### config.mk
export PLATFORM = sky130hd
export DESIGN_NAME = time_set_counter
export DESIGN_NICKNAME = d
export VERILOG_FILES = /design/src/rtl/time_set_counter.sv
export SDC_FILE = /design/constraint.sdc
export NUM_CORES = 1
export LEC_CHECK = 0
export CORE_UTILIZATION = 53
export DETAILED_ROUTE_END_ITERATION = 10
export PLACE_DENSITY = 0.88
export SYNTH_ARGS = -nofsm -noshare
export SYNTH_HDL_FRONTEND = slang
export SYNTH_SLANG_ARGS = --single-unit
### constraint.sdc
create_clock -name clk_100Hz -period 4.6 [get_ports clk_100Hz]
set_input_delay 0.46 -clock clk_100Hz [delete_from_list [all_inputs] [get_ports clk_100Hz]]
set_output_delay 0.46 -clock clk_100Hz [all_outputs]
set_load 0.01 [all_outputs]
### src/rtl/time_set_counter.sv
// Editable hours/minutes register with binary and BCD outputs; one rising edge of step = one step.
// Inputs are registered once, so a step or load seen at edge N lands at edge N+1; no backpressure.
module time_set_counter #(
  parameter int unsigned HOUR_MAX = 23,
  parameter int unsigned MIN_MAX  = 59
) (
  input  logic       clk_100Hz,
  input  logic       rst,
  input  logic       step,
  input  logic       dir,
  input  logic       field,
  input  logic       edit_en,
  input  logic       load,
  input  logic [4:0] load_hours,
  input  logic [5:0] load_minutes,
  output logic [4:0] hours,
  output logic [5:0] minutes,
  output logic [1:0] hr_tens,
  output logic [3:0] hr_ones,
  output logic [2:0] min_tens,
  output logic [3:0] min_ones,
  output logic       changed,
  output logic       wrapped
);

  localparam logic [4:0] H_MAX = HOUR_MAX[4:0];
  localparam logic [5:0] M_MAX = MIN_MAX[5:0];

  logic       step_q, step_d, dir_q, field_q, edit_en_q, load_q;
  logic [4:0] load_hours_q;
  logic [5:0] load_minutes_q;
  logic [4:0] hours_nx;
  logic [5:0] minutes_nx;
  logic       wrap_nx;
  logic       step_edge;

  // Ones digit is v - 10*tens; only the low nibble matters since the result is < 10.
  function automatic logic [5:0] hr_bcd(input logic [4:0] v);
    logic [1:0] t;
    logic [3:0] o;
    t = (v >= 5'd20) ? 2'd2 : (v >= 5'd10) ? 2'd1 : 2'd0;
    o = v[3:0] - ({t[0], 3'b000} + {1'b0, t, 1'b0});
    return {t, o};
  endfunction

  function automatic logic [6:0] min_bcd(input logic [5:0] v);
    logic [2:0] t;
    logic [3:0] o;
    t = (v >= 6'd50) ? 3'd5 : (v >= 6'd40) ? 3'd4 : (v >= 6'd30) ? 3'd3 :
        (v >= 6'd20) ? 3'd2 : (v >= 6'd10) ? 3'd1 : 3'd0;
    o = v[3:0] - ({t[0], 3'b000} + {t, 1'b0});
    return {t, o};
  endfunction

  assign step_edge = step_q & ~step_d;

  always_comb begin
    hours_nx   = hours;
    minutes_nx = minutes;
    wrap_nx    = 1'b0;
    if (load_q) begin
      hours_nx   = (load_hours_q > H_MAX) ? H_MAX : load_hours_q;
      minutes_nx = (load_minutes_q > M_MAX) ? M_MAX : load_minutes_q;
    end else if (step_edge && edit_en_q) begin
      if (field_q) begin
        if (!dir_q) begin
          if (hours == H_MAX) begin
            hours_nx = '0;
            wrap_nx  = 1'b1;
          end else begin
            hours_nx = hours + 5'd1;
          end
        end else begin
          if (hours == '0) begin
            hours_nx = H_MAX;
            wrap_nx  = 1'b1;
          end else begin
            hours_nx = hours - 5'd1;
          end
        end
      end else begin
        if (!dir_q) begin
          if (minutes == M_MAX) begin
            minutes_nx = '0;
            wrap_nx    = 1'b1;
          end else begin
            minutes_nx = minutes + 6'd1;
          end
        end else begin
          if (minutes == '0) begin
            minutes_nx = M_MAX;
            wrap_nx    = 1'b1;
          end else begin
            minutes_nx = minutes - 6'd1;
          end
        end
      end
    end
  end

  // step_q/step_d reset high so a press already held through reset is not counted.
  always_ff @(posedge clk_100Hz) begin
    if (rst) begin
      step_q         <= 1'b1;
      step_d         <= 1'b1;
      dir_q          <= 1'b0;
      field_q        <= 1'b0;
      edit_en_q      <= 1'b0;
      load_q         <= 1'b0;
      load_hours_q   <= '0;
      load_minutes_q <= '0;
      hours          <= '0;
      minutes        <= '0;
      hr_tens        <= '0;
      hr_ones        <= '0;
      min_tens       <= '0;
      min_ones       <= '0;
      changed        <= 1'b0;
      wrapped        <= 1'b0;
    end else begin
      step_q         <= step;
      step_d         <= step_q;
      dir_q          <= dir;
      field_q        <= field;
      edit_en_q      <= edit_en;
      load_q         <= load;
      load_hours_q   <= load_hours;
      load_minutes_q <= load_minutes;
      hours          <= hours_nx;
      minutes        <= minutes_nx;
      {hr_tens, hr_ones}   <= hr_bcd(hours_nx);
      {min_tens, min_ones} <= min_bcd(minutes_nx);
      changed        <= (hours_nx != hours) || (minutes_nx != minutes);
      wrapped        <= wrap_nx;
    end
  end

endmodule

Word-level counts from Yosys, hierarchy flattened
Cells that the tools add are included.

Register bits: 43. Latch bits: 0. Memories: 0. Output and inout bits: 26. Memory bits (read-only): 0. Memory bits (writable): 0.

Bitwise logic cells: 3. Shift-type cells: 0. Divide/modulo/power cells: 0. Reductions and logical operators: 5. $mul: 0. Magnitude comparators: 9. $add $sub $neg: 8. Equal/unequal tests: 4. Multiplexer cells: 28.

Operators by type and width (number): 2-to-1 mux 6 bit (7); 2-to-1 mux 5 bit (7); greater-or-equal comparator 6 x 5 -> 1 bit, second input constant (2); greater-or-equal comparator 6 bit, second input constant (2); 2-to-1 mux 1 bit (9); subtractor 4 bit (2); adder 6 x 1 -> 6 bit, second input constant (1); equality test 6 bit, second input constant (1); greater-or-equal comparator 6 x 4 -> 1 bit, second input constant (1); greater-than comparator 6 bit, second input constant (1); zero test 6 bit (1); 2-to-1 mux 2 bit (3); 2-to-1 mux 3 bit (2); inequality test 6 bit (1); subtractor 6 x 1 -> 6 bit, second input constant (1); adder 5 x 1 -> 5 bit, second input constant (1); equality test 5 bit, second input constant (1); greater-or-equal comparator 5 x 4 -> 1 bit, second input constant (1); greater-or-equal comparator 5 bit, second input constant (1); greater-than comparator 5 bit, second input constant (1); zero test 5 bit (1); inequality test 5 bit (1); subtractor 5 x 1 -> 5 bit, second input constant (1); adder 4 x 3 -> 4 bit (1); 6 further kinds (7).

Longest topological paths before layout
Depth after elaboration: 14. Gate-level depth with buffers: 16. Gate-level depth less buffers: 15.

Worst setup path after synthesis
Ideal clock, no wire load.

Path type: reg2reg. Start point: register minutes[0]. End point: register min_ones[3]. Library setup time: 121 ps. Required time: 4479 ps. Clock period less this slack: 3242 ps. Buffers on the path: 1. Setup slack: 1358 ps. Arrival: 3121 ps. Stages on the path, launching flop included: 14. Cell sequence: dfxtp_1 buf_2 inv_1 ha_1 and4bb_2 a211oi_1 o21ai_2 nand2_1 mux2_2 ha_1 nand2_1 a211oi_2 xnor2_1 mux2_4.

Cells in the longest elaborated chain, start to end: 14. Elaborated cells between the ends (all ways): 22.

Ends and longest elaborated chain: from (decl) (RTL line 17) `output logic [5:0] minutes,`; from (signal assigned) (RTL line 130) `minutes <= minutes_nx;`; adder 6 x 1 -> 6 bit, or another cell as far along (RTL line 87) `minutes_nx = minutes + 6'd1;`; 2-to-1 mux 6 bit, on equally long branches (RTL line 83, 90); 2-to-1 mux 6 bit (RTL line 82) `if (!dir_q) begin`; 2-to-1 mux 6 bit (RTL line 65) `if (field_q) begin`; 2-to-1 mux 6 bit (*) (RTL line 64) `end else if (step_edge && edit_en_q) begin`; 2-to-1 mux 6 bit (*) (RTL line 61) `if (load_q) begin`; greater-or-equal comparator 6 x 4 -> 1 bit (RTL line 50) `(v >= 6'd20) ? 3'd2 : (v >= 6'd10) ? 3'd1 : 3'd0;`; 2-to-1 mux 1 bit (RTL line 50); 2-to-1 mux 2 bit (RTL line 50); 2-to-1 mux 2 bit (RTL line 49) `t = (v >= 6'd50) ? 3'd5 : (v >= 6'd40) ? 3'd4 : (v >= 6'd30) ? 3'd3 :`; 2-to-1 mux 3 bit (2 in a row) (RTL line 49); adder 4 bit (RTL line 51) `o = v[3:0] - ({t[0], 3'b000} + {t, 1'b0});`; subtractor 4 bit (*) (RTL line 51); to (signal assigned) (RTL line 132) `{min_tens, min_ones} <= min_bcd(minutes_nx);`; to (decl) (RTL line 21) `output logic [3:0] min_ones,`.

Every way passes the cells marked *; elsewhere a longest branch is shown, timed or not. A chain may end at the register's enable or synchronous reset.

Worst setup path in the final report
Ends and elaborated chain as after synthesis.

==> qor.csv <==
metric,value,unit
status,finished clean,
leakagePower,1.198,nW
yosysMostFrequentCell,dfxtp_1,
hold_buffers,0,
cp_max_fo,12,
area_delta_synth_final,22.00,%
dieArea,5100,um2
grt_most_used_layer,met2,
synth_edf_count,0,
drt_iter0_markers,208,
crit_family,compound AO/OA/AOI/OAI gates,
min_period_over_period,76.77,%
register_area,860.8,um2
clock_path_buffers,2,
slew_violations,0,
crit_path_start_kind,flop,
finalHoldViolCount,0,
nFillCells,350,
wl,5491,um
powerDensity,334.3,nW/um2
syn_nets,329,
yosysTopAreaCell,dfxtp_1,
dieHeight,71.42,um
end_kind,flop,
initial_core_util,56.69,%
clkSlewWorstSetupHoldPaths,80,ps
portBuffers,43,
htree_levels,2,
cp.arrival,3720,ps
synth.area.top_cells,"dfxtp_1 (34%), ha_1 (5.9%), nor2_1 (4.6%)",
cts_resized,0,
drcViolationCount,0,
multi_input_area,1567,um2
post_cts_buffers,0,
hold_path.class,flop to flop,
slowest_delay,570,ps
worstSkewPairLatency,300,ps
grt_pass1_vias,2042,
core.rowCount,24,
antenna_found_initial,0,
async_reset_ff_share,0,%
met3_usage,4.219,%
relSlewSlack,38.56,%
cts_sinks,43,
synth_commonest_cells,"dfxtp_1 (43), nor2_1 (31), a21oi_1 (19)",
die_w,71.42,um
grtUsageMet2,38.94,%
finalCriticalPeriod,3532,ps
yosysUniqueCellTypes,68,
num_io_pins,44,
synth_area,2554,um2
tns,0,ps
max_freq,0.2832,GHz
antenna_cells,0,
rsz0062_at_grt,no,
synth_top_area_share,33.71,%
path_class,flop to flop,
crit_chain,inv_1 > ha_1 > and4bb_2 > a211oi_1 > o21ai_2 > nand2_1 > mux2_2 > ha_1 > nand2_1 > a211oi_2 > xnor2_1 > mux2_4,
core,4504,um2
place_area,2983,um2
avgSynthCellArea,8.541,um2
ys_ff_latch,43,
ys.flop_type,dfxtp_1,
vdd_drop_max,0.0001794,V
drive_above_1_share,8.108,%
cp.required,4790,ps
grtUsageTotal,22.78,%
power,1.041,mW
syn_inst,299,
setup_violations,0,
vias,2284,
cts_root_buf,clkbuf_8,
finalClockSkew,5.072,ps
wl_per_cell,14.26,um
drt_pass1_iterations,5,
cp_slowest_cell,dfxtp_1,
maxCapViolCount,0,
hold-worst-slack,495.3,ps
yosys_warnings,0,
dp_hpwl,3819,um
cts_tree,built,
ant_nets,0,
routabilityCongestion,0.9790,
fin_nets,362,
numCtsBuffers,5,
grt-ovfl-total,0,
yosysSeqAreaShare,33.71,%
design_area,3115,um2
routed_via_density,5.932,
critPathBufInv,1,
grt_use_met1,28.28,%
tightest_slew,920.3,ps
grt_max_degree,40,
grt_pass1_wl,9108,um
-- metal layers --
metal,share of wire [%],vias to the layer above,wire (um)
met2,50,76,2733
met3,5.0,13,275
met1,43,1077,2384
met5,0,-,0
met4,1.8,0,98
li1,-,1118,-
-- cells by family after synthesis --
family | share of synthesized area (%)
adder cells (fa/ha/maj) | 5.879
XOR/XNOR | 5.488
AO/OA/AOI/OAI | 19.75
buffers and inverters | 4.949
multiplexers | 4.066
AND/OR/NAND/NOR | 26.16
flip-flops | 33.71
-- report_power, final --
part / total, mW / switching, mW / internal (mW)
Combinational: 0.258 / 0.118 / 0.140
Sequential: 0.438 / 0.0348 / 0.404
Clock: 0.345 / 0.128 / 0.217
-- state kept, by name (all words and copies together) (netlist names) --
name            flops
step_q              1
hours               5
hr_tens             2
step_d              1
load_minutes_q      6
hr_ones             4
changed             1
edit_en_q           1
wrapped             1
min_tens            3
dir_q               1
minutes             6
field_q             1
load_hours_q        5
min_ones            4
load_q              1
-- path summary, 6_finish.rpt --
kind                                 start          end  slack [ps]  cells after the start
worst min register to register   edit_en_q      wrapped         500                      2
worst min-delay path             edit_en_q      wrapped         500                      2
worst max register to register  minutes[0]  min_ones[3]        1070                     12
worst max-delay path            minutes[0]  min_ones[3]        1070                     12
-- cells in the final DEF, fill, tap and decap left out, types with 4 or more instances in the layout --
master	n
a21oi_1	19
and2_1	8
clkbuf_8	5
clkdlybuf4s50_1	43
dfxtp_1	43
ha_1	12
inv_1	10
nand2_1	17
nand2b_1	7
nor2_1	31
nor2b_1	18
nor3_1	5
o211ai_1	5
o21a_1	4
o21ai_0	10
xnor2_1	8
xor2_1	8
-- worst register-to-register path, cell delays in order, from the launching register on --
cell	delay [ps]
dfxtp_1	570
inv_1	140
ha_1	230
and4bb_2	240
a211oi_1	430
o21ai_2	170
nand2_1	200
mux2_2	370
ha_1	300
nand2_1	70
a211oi_2	240
xnor2_1	160
mux2_4	310
-- area by class of cell --
type,instances,area share (%)
Timing Repair Buffer,46,14.54
Clock buffer,6,2.329
Sequential cell,43,27.63
Clock inverter,2,1.928
Multi-Input combinational cell,226,50.28
Tap cell,52,2.088
Inverter,10,1.205
-- per-stage QoR --
step	worst slack, ps	utilization [%]	std cells
floorplan	1358	-	299
global placement	1263	66.22	377
detailed placement	1123	66.22	377
CTS	1098	69.17	385
global route	851.8	69.17	385
finish	1068	69.17	385
(Power assumes the default switching activity.)
